--- src/rtl/legv8_mc_control.sv ---
// legv8_mc_control: multi-cycle LEGv8 control sequencer.
// Sequence: FETCH -> DECODE -> EXEC [-> MEM [-> WB]] -> FETCH.
// Unknown opcodes park the sequencer in TRAP (sticky illegal) until reset.
// Optional feature macro: LEGV8_CU_BCOND_EN decodes and evaluates B.cond.
// Without it, B.cond is an unknown opcode and traps.
// Memory handshake: mem_req is raised with mem_sel/mem_we stable and held
// until a cycle with mem_ack=1, which completes the transfer in that cycle.
// mem_ack is ignored in any state that is not requesting.
module legv8_mc_control #(
  parameter int DATA_W = 64,
  parameter int FS_W   = 5
) (
  input  logic              clk,
  input  logic              rst_n,
  input  logic [31:0]       inst,
  input  logic              mem_ack,
  input  logic [3:0]        flags,
  input  logic              zero,
  output logic              mem_req,
  output logic              mem_we,
  output logic              mem_sel,
  output logic              ir_ld,
  output logic              pc_ld,
  output logic              pc_sel,
  output logic [4:0]        DA,
  output logic [4:0]        AA,
  output logic [4:0]        BA,
  output logic [DATA_W-1:0] const_out,
  output logic [FS_W-1:0]   FS,
  output logic              WR,
  output logic              SFL,
  output logic              En_K,
  output logic              En_ALU,
  output logic              Cin,
  output logic              illegal
);

  typedef enum logic [2:0] {
    S_FETCH  = 3'd0,
    S_DECODE = 3'd1,
    S_EXEC   = 3'd2,
    S_MEM    = 3'd3,
    S_WB     = 3'd4,
    S_TRAP   = 3'd5
  } state_t;

  typedef enum logic [4:0] {
    OP_ADD, OP_SUB, OP_ADDS, OP_SUBS, OP_AND, OP_ANDS, OP_ORR, OP_EOR,
    OP_LSL, OP_LSR, OP_ADDI, OP_SUBI, OP_ANDI, OP_ORRI, OP_EORI,
    OP_LDUR, OP_STUR, OP_B, OP_CBZ, OP_CBNZ, OP_BCOND, OP_BAD
  } op_t;

  localparam logic [4:0] FS_AND = 5'b00000;
  localparam logic [4:0] FS_ORR = 5'b00100;
  localparam logic [4:0] FS_EOR = 5'b01100;
  localparam logic [4:0] FS_ADD = 5'b01000;
  localparam logic [4:0] FS_SUB = 5'b01001;
  localparam logic [4:0] FS_LSL = 5'b10000;
  localparam logic [4:0] FS_LSR = 5'b10100;

  state_t            state_q, state_d;
  logic [31:0]       ir_q, ir_d;
  op_t               op;
  logic [4:0]        fs_code;
  logic [DATA_W-1:0] const_ext;
  logic              taken;
  logic              is_alu, is_k, is_mem, is_branch, is_stur, is_sub;
  logic              sets_flags, rb_from_rt, fields_on;

  // State register and instruction register.
  always_ff @(posedge clk or negedge rst_n) begin
    if (!rst_n) begin
      state_q <= S_FETCH;
      ir_q    <= '0;
    end else begin
      state_q <= state_d;
      ir_q    <= ir_d;
    end
  end

  // Opcode decode from the latched IR (11-bit opcode field, wildcards for
  // the shorter I/B/CB opcode formats).
  always_comb begin
    op = OP_BAD;
    casez (ir_q[31:21])
      11'b10001011000: op = OP_ADD;
      11'b11001011000: op = OP_SUB;
      11'b10101011000: op = OP_ADDS;
      11'b11101011000: op = OP_SUBS;
      11'b10001010000: op = OP_AND;
      11'b11101010000: op = OP_ANDS;
      11'b10101010000: op = OP_ORR;
      11'b11001010000: op = OP_EOR;
      11'b11010011011: op = OP_LSL;
      11'b11010011010: op = OP_LSR;
      11'b1001000100?: op = OP_ADDI;
      11'b1101000100?: op = OP_SUBI;
      11'b1001001000?: op = OP_ANDI;
      11'b1011001000?: op = OP_ORRI;
      11'b1101001000?: op = OP_EORI;
      11'b11111000010: op = OP_LDUR;
      11'b11111000000: op = OP_STUR;
      11'b000101?????: op = OP_B;
      11'b10110100???: op = OP_CBZ;
      11'b10110101???: op = OP_CBNZ;
`ifdef LEGV8_CU_BCOND_EN
      11'b01010100???: op = OP_BCOND;
`endif
      default:         op = OP_BAD;
    endcase
  end

  assign is_alu     = op inside {OP_ADD, OP_SUB, OP_ADDS, OP_SUBS, OP_AND, OP_ANDS,
                                 OP_ORR, OP_EOR, OP_LSL, OP_LSR, OP_ADDI, OP_SUBI,
                                 OP_ANDI, OP_ORRI, OP_EORI};
  assign is_k       = op inside {OP_ADDI, OP_SUBI, OP_ANDI, OP_ORRI, OP_EORI,
                                 OP_LSL, OP_LSR};
  assign is_mem     = op inside {OP_LDUR, OP_STUR};
  assign is_stur    = (op == OP_STUR);
  assign is_branch  = op inside {OP_B, OP_CBZ, OP_CBNZ, OP_BCOND};
  assign is_sub     = op inside {OP_SUB, OP_SUBS, OP_SUBI};
  assign sets_flags = op inside {OP_ADDS, OP_SUBS, OP_ANDS};
  assign rb_from_rt = op inside {OP_STUR, OP_CBZ, OP_CBNZ};

  // ALU function select per opcode; memory ops use ADD for address calc.
  always_comb begin
    fs_code = FS_AND;
    case (op)
      OP_ADD, OP_ADDS, OP_ADDI, OP_LDUR, OP_STUR: fs_code = FS_ADD;
      OP_SUB, OP_SUBS, OP_SUBI:                   fs_code = FS_SUB;
      OP_AND, OP_ANDS, OP_ANDI:                   fs_code = FS_AND;
      OP_ORR, OP_ORRI:                            fs_code = FS_ORR;
      OP_EOR, OP_EORI:                            fs_code = FS_EOR;
      OP_LSL:                                     fs_code = FS_LSL;
      OP_LSR:                                     fs_code = FS_LSR;
      default:                                    fs_code = FS_AND;
    endcase
  end

  // Immediate extraction and extension by instruction format.
  always_comb begin
    const_ext = '0;
    case (op)
      OP_ADDI, OP_SUBI, OP_ANDI, OP_ORRI, OP_EORI:
        const_ext = DATA_W'(ir_q[21:10]);
      OP_LSL, OP_LSR:
        const_ext = DATA_W'(ir_q[15:10]);
      OP_LDUR, OP_STUR:
        const_ext = DATA_W'($signed(ir_q[20:12]));
      OP_B:
        const_ext = DATA_W'($signed({ir_q[25:0], 2'b00}));
      OP_CBZ, OP_CBNZ, OP_BCOND:
        const_ext = DATA_W'($signed({ir_q[23:5], 2'b00}));
      default:
        const_ext = '0;
    endcase
  end

  // Branch resolution; flags are {N,Z,C,V}.
  always_comb begin
    taken = 1'b0;
    case (op)
      OP_B:    taken = 1'b1;
      OP_CBZ:  taken = zero;
      OP_CBNZ: taken = ~zero;
`ifdef LEGV8_CU_BCOND_EN
      OP_BCOND: begin
        case (ir_q[3:0])
          4'h0:    taken = flags[2];
          4'h1:    taken = ~flags[2];
          4'h2:    taken = flags[1];
          4'h3:    taken = ~flags[1];
          4'h4:    taken = flags[3];
          4'h5:    taken = ~flags[3];
          4'h6:    taken = flags[0];
          4'h7:    taken = ~flags[0];
          4'h8:    taken = flags[1] & ~flags[2];
          4'h9:    taken = ~(flags[1] & ~flags[2]);
          4'hA:    taken = (flags[3] == flags[0]);
          4'hB:    taken = (flags[3] != flags[0]);
          4'hC:    taken = ~flags[2] & (flags[3] == flags[0]);
          4'hD:    taken = ~(~flags[2] & (flags[3] == flags[0]));
          default: taken = 1'b1;
        endcase
      end
`endif
      default: taken = 1'b0;
    endcase
  end

`ifndef LEGV8_CU_BCOND_EN
  logic unused_flags;
  assign unused_flags = ^flags;
`endif

  assign fields_on = state_q inside {S_DECODE, S_EXEC, S_MEM, S_WB};

  // Next-state and Moore outputs; ir_ld and the STUR completion pc_ld
  // follow mem_ack within the requesting cycle.
  always_comb begin
    state_d   = state_q;
    ir_d      = ir_q;
    mem_req   = 1'b0;
    mem_we    = 1'b0;
    mem_sel   = 1'b0;
    ir_ld     = 1'b0;
    pc_ld     = 1'b0;
    pc_sel    = 1'b0;
    DA        = '0;
    AA        = '0;
    BA        = '0;
    const_out = '0;
    FS        = '0;
    WR        = 1'b0;
    SFL       = 1'b0;
    En_K      = 1'b0;
    En_ALU    = 1'b0;
    Cin       = 1'b0;
    illegal   = 1'b0;

    if (fields_on) begin
      DA        = ir_q[4:0];
      AA        = ir_q[9:5];
      BA        = rb_from_rt ? ir_q[4:0] : ir_q[20:16];
      const_out = const_ext;
      FS        = FS_W'(fs_code);
    end

    case (state_q)
      S_FETCH: begin
        mem_req = 1'b1;
        if (mem_ack) begin
          ir_ld   = 1'b1;
          ir_d    = inst;
          state_d = S_DECODE;
        end
      end
      S_DECODE: begin
        state_d = (op == OP_BAD) ? S_TRAP : S_EXEC;
      end
      S_EXEC: begin
        if (is_alu) begin
          En_ALU  = 1'b1;
          WR      = 1'b1;
          En_K    = is_k;
          SFL     = sets_flags;
          Cin     = is_sub;
          pc_ld   = 1'b1;
          state_d = S_FETCH;
        end else if (is_mem) begin
          En_K    = 1'b1;
          state_d = S_MEM;
        end else if (is_branch) begin
          pc_ld   = 1'b1;
          pc_sel  = taken;
          state_d = S_FETCH;
        end else begin
          state_d = S_TRAP;
        end
      end
      S_MEM: begin
        // Keep the address computation on the ALU while the access is pending.
        En_K    = 1'b1;
        mem_req = 1'b1;
        mem_sel = 1'b1;
        mem_we  = is_stur;
        if (mem_ack) begin
          pc_ld   = is_stur;
          state_d = is_stur ? S_FETCH : S_WB;
        end
      end
      S_WB: begin
        WR      = 1'b1;
        pc_ld   = 1'b1;
        state_d = S_FETCH;
      end
      S_TRAP: begin
        illegal = 1'b1;
      end
      default: begin
        state_d = S_FETCH;
      end
    endcase
  end

endmodule

--- config.mk ---
export PLATFORM = sky130hd
export DESIGN_NAME = legv8_mc_control
export DESIGN_NICKNAME = d
export VERILOG_FILES = /design/src/rtl/legv8_mc_control.sv
export SDC_FILE = /design/constraint.sdc
export NUM_CORES = 1
export LEC_CHECK = 0
export CAP_MARGIN = 20
export CORE_ASPECT_RATIO = 1.4
export CORE_MARGIN = 3
export CORE_UTILIZATION = 48
export CTS_BUF_LIST = sky130_fd_sc_hd__clkbuf_16
export CTS_CLUSTER_DIAMETER = 60
export DETAILED_ROUTE_END_ITERATION = 8
export GPL_TIMING_DRIVEN = 0
export HOLD_SLACK_MARGIN = 0.12
export PLACE_DENSITY = 0.85
export SETUP_SLACK_MARGIN = 0.2
export SYNTH_ARGS = -nofsm -noshare
export SYNTH_HDL_FRONTEND = slang
export SYNTH_SLANG_ARGS = --single-unit
--- constraint.sdc ---
create_clock -name clk -period 7.1 [get_ports clk]
set_input_delay 0.71 -clock clk [delete_from_list [all_inputs] [get_ports clk]]
set_output_delay 0.71 -clock clk [all_outputs]
set_load 0.05 [all_outputs]
==> results of run 1 <==
[cells in the final DEF, fill, tap and decap left out, types with 3 or more instances in the layout]
master           synthesis  routed
a211oi_1                 7       7
a211oi_2                10       9
a211oi_4                 3       4
a21oi_1                 29      29
a221oi_1                18      18
a221oi_2                 4       4
a22o_1                   6       6
a31oi_1                  3       3
and2_1                  12      12
and3_1                   5       5
and3b_1                  3       3
buf_2                    8       9
buf_4                   41      41
buf_6                    6       6
clkbuf_1                11      11
clkbuf_16                0       5
clkdlybuf4s50_1          0     129
dfrtp_1                 35      35
inv_1                    6       6
mux2_2                  32      32
nand2_1                 24      24
nand2b_1                 3       3
nand4_1                  4       4
nor2_1                  19      19
nor2b_1                  3       3
nor3_1                   5       5
nor3b_1                  5       5
o211ai_1                 3       3
o21a_1                   4       4
o21ai_0                 14      14
o21ai_1                  3       3
o31ai_1                  9       9
or2_2                    3       3
xnor2_1                  3       3
[per-stage QoR]
step	instance area, µm²	hold WS (ns)
after global placement	4827	0.5541
after floorplan	3411	0.4144
final	4977	0.5274
after global routing	4977	0.5856
after detailed placement	4845	0.5688
after CTS	4977	0.5553
[flip-flops by register name, indices dropped and copies added (netlist names)]
name,flops
ir_q,32
state_q,3
[logic make-up (layout without fill, tap and decap cells)]
logic type               after synthesis  after routing  share of synthesized area
AND/OR/NAND/NOR                      108            108                     0.1904
adder cells (fa/ha/maj)                2              2                   0.007336
flip-flops                            35             35                     0.2568
XOR/XNOR                               4              4                    0.01027
multiplexers                          34             34                     0.1130
buffers and inverters                 72            209                     0.1405
other                                  1              1                   0.001099
AO/OA/AOI/OAI                        122            122                     0.2806
[area by class of cell]
type | instances | area, µm² | area share
multi-input cells | 271 | 2063 | 0.4145
repair buffers | 131 | 1311 | 0.2634
flip-flops and latches | 35 | 875.8 | 0.1760
plain buffers | 66 | 456.7 | 0.09175
clock buffers | 5 | 125.1 | 0.02514
well taps | 92 | 115.1 | 0.02313
inverters | 6 | 22.52 | 0.004525
clock inverters | 1 | 7.507 | 0.001508
[metal layers]
| metal | routed length (µm) | up-vias | part of all wire | GRT usage |
|---|---|---|---|---|
| met2 | 6038 | 206 | 0.53 | 0.5099 |
| met4 | 377 | 0 | 0.033 | 0.1069 |
| li1 | - | 1669 | - | - |
| met1 | 4234 | 1751 | 0.37 | 0.3178 |
| met3 | 805 | 38 | 0.070 | 0.05299 |
| met5 | 0 | - | 0 | 0 |
[worst max-delay path: cells and delay by family (launching register included)]
family | cells | cell delay [ns]
buf+inv | 5 | 1.48
fa+ha+maj | 1 | 0.25
simple gates | 5 | 1.39
flops | 1 | 0.46
compound gates | 4 | 1.79
[how the worst min path moves through the flow]
stage	startpoint	end	slack [ns]	cells after the start
6_report	rst_n	ir_q[1]	0.53	1
5_1_grt	rst_n	ir_q[4]	0.59	1
4_1_cts	rst_n	ir_q[4]	0.56	1
3_5_place_dp	ir_q[6]	ir_q[6]	0.57	1
3_3_place_gp	ir_q[6]	ir_q[6]	0.55	1
2_1_floorplan	rst_n	ir_q[0]	0.41	0
[power by group through the flow]
stage          combinational (mW)  clock, mW  sequential [mW]
3_3_place_gp                 1.09          0            0.441
2_1_floorplan               0.803          0            0.388
5_1_grt                      1.18      0.219            0.460
6_report                     1.12      0.203            0.450
3_5_place_dp                 1.11          0            0.448
4_1_cts                      1.12      0.206            0.445
==> reports/metrics.csv, run 1 <==
metric,value,unit
largest net degree at the start of global routing,36,
Yosys top cell area share,0.2568,
area delta synth->final,45.93,%
top-count cell post-synth,buf_4,
final wirelength,11.46,mm
top post-synthesis cells by area,"dfrtp_1 26%, mux2_2 11%, buf_4 9.0%, a221oi_1 4.6%, a21oi_1 4.3%",
root buf cell,clkbuf_16,
#FFs+latches synth,35,
vias in the first global route,3623,
Critical Path Source Type,flop,
Mapped Area,0.003411,mm²
clock network fraction of design power,0.115,
RSZ-0062 raised after global routing,false,
Post-synth EDFFs,0,
GRT Overall Usage,0.2798,
Post-DP HPWL,8.834,mm
sequential share of the synthesized area,0.2568,
WP data arrival,5.64,ns
biggest area consumer among synthesized cells,dfrtp_1,
grt total ovfl,0,
sequential share of power,0.254,
boundary pin count,136,
Post-Syn Nets,420,
drt first pass iters,5,
Via Count,3664,
"Hold Vio Cnt, Final",0,
num rows,35,
placer congestion estimate,0.9745,
CTS buffer count,5,
Sw Pwr,0.9359,mW
CP max-delay cell,clkdlybuf4s50_1,
Static Leakage,1.872,nW
placed insts,601,
power per standard cell area,356.2,mW/mm²
wire per inst,18.87,µm
fin. max-slew vios,0,
Setup crit start,ir_q[23],
first-pass GRT wire length,18.44,mm
"Setup violations, final",0,
RR Endpoint,state_q[2],
fin util,0.7380,
Mapped Cells,378,
Detail Route Antenna Nets,0,
internal cell power,0.8372,mW
"critical path, cell by cell","nor4b_4, nand4_1, a21oi_1, nor3_1, or2b_1, inv_1, ha_1, a31oi_1, a211oi_4, nor3_2, buf_4, a211oi_4, buf_8, buf_4, clkdlybuf4s50_1",
post-CTS resize count,0,
final worst slack,0.7486,ns
core area,0.006744,mm²
initial antenna violation count,0,
Chip Height,105.7,µm
Netlist cell types,64,
final antenna diode count,0,
Post-synth top cells,"41 x buf_4, 35 x dfrtp_1, 32 x mux2_2",
clk_skew,0.005844,ns
Pwr Total,1.773,mW
Tightest Pin Transition,0.8591,ns
synth warn,0,
worst vdd ir,0.0004362,V
Combinational Power Share,0.632,
fin crit period,6.351,ns
Via density,6.036,
CTS tree,done,
fin cells,607,
Setup crit end,const_out[42],
share of layout cells above drive strength 1,0.2388,
DRC,0,
WS Path Type,flop to output pin,
prevailing post-synth register cell,dfrtp_1,
Worst EP required,6.39,ns
Crit Reg-Reg Startpoint,ir_q[23],
outcome,finished clean,
Die X,77.24,µm
switching share of total power,0.5278,
R2R Setup Slk,3.28,ns
Post-layout nets,558,
starting density of the core,0.5058,
Clock transition at path regs,0.05,ns
dpl ws,1.080,ns
Max-slew headroom,0.4212,
clk_lat worst skew,0.28,ns
Reg2Reg Depth,12,
period utilisation layout,0.8946,
post-CTS setup buffers,0,
Port Buffer Count,130,
CTS H-tree lvls,2,
CTS sink cnt,35,
crit-path max cell delay,0.81,ns
setup TNS,0,ns
Clock Path Buffers,2,
cts hold-fix bufs,0,
HP Class,input pin to asynchronous set/reset pin,
Worst setup EP type,output pin,
Max Clock Freq,0.1574,GHz
DR iter-0 viols,293,
Post-synth ARST share,1.000,
Max Cap Viol,0,
synthesized area per cell,9.023,µm²
CP Max Fanout,20,
die footprint,0.008167,mm²
Fillers,552,
(Power assumes the default switching activity.)
==> run 2, diff against run 1 <==
--- a/config.mk
+++ b/config.mk
@@ -10,7 +10,6 @@
 export CORE_MARGIN = 3
 export CORE_UTILIZATION = 48
 export CTS_BUF_LIST = sky130_fd_sc_hd__clkbuf_16
-export CTS_CLUSTER_DIAMETER = 60
 export DETAILED_ROUTE_END_ITERATION = 8
 export GPL_TIMING_DRIVEN = 0
 export HOLD_SLACK_MARGIN = 0.12
==> results of run 2 <==
The final DEF is identical to that of run 1; final timing and power are the same.
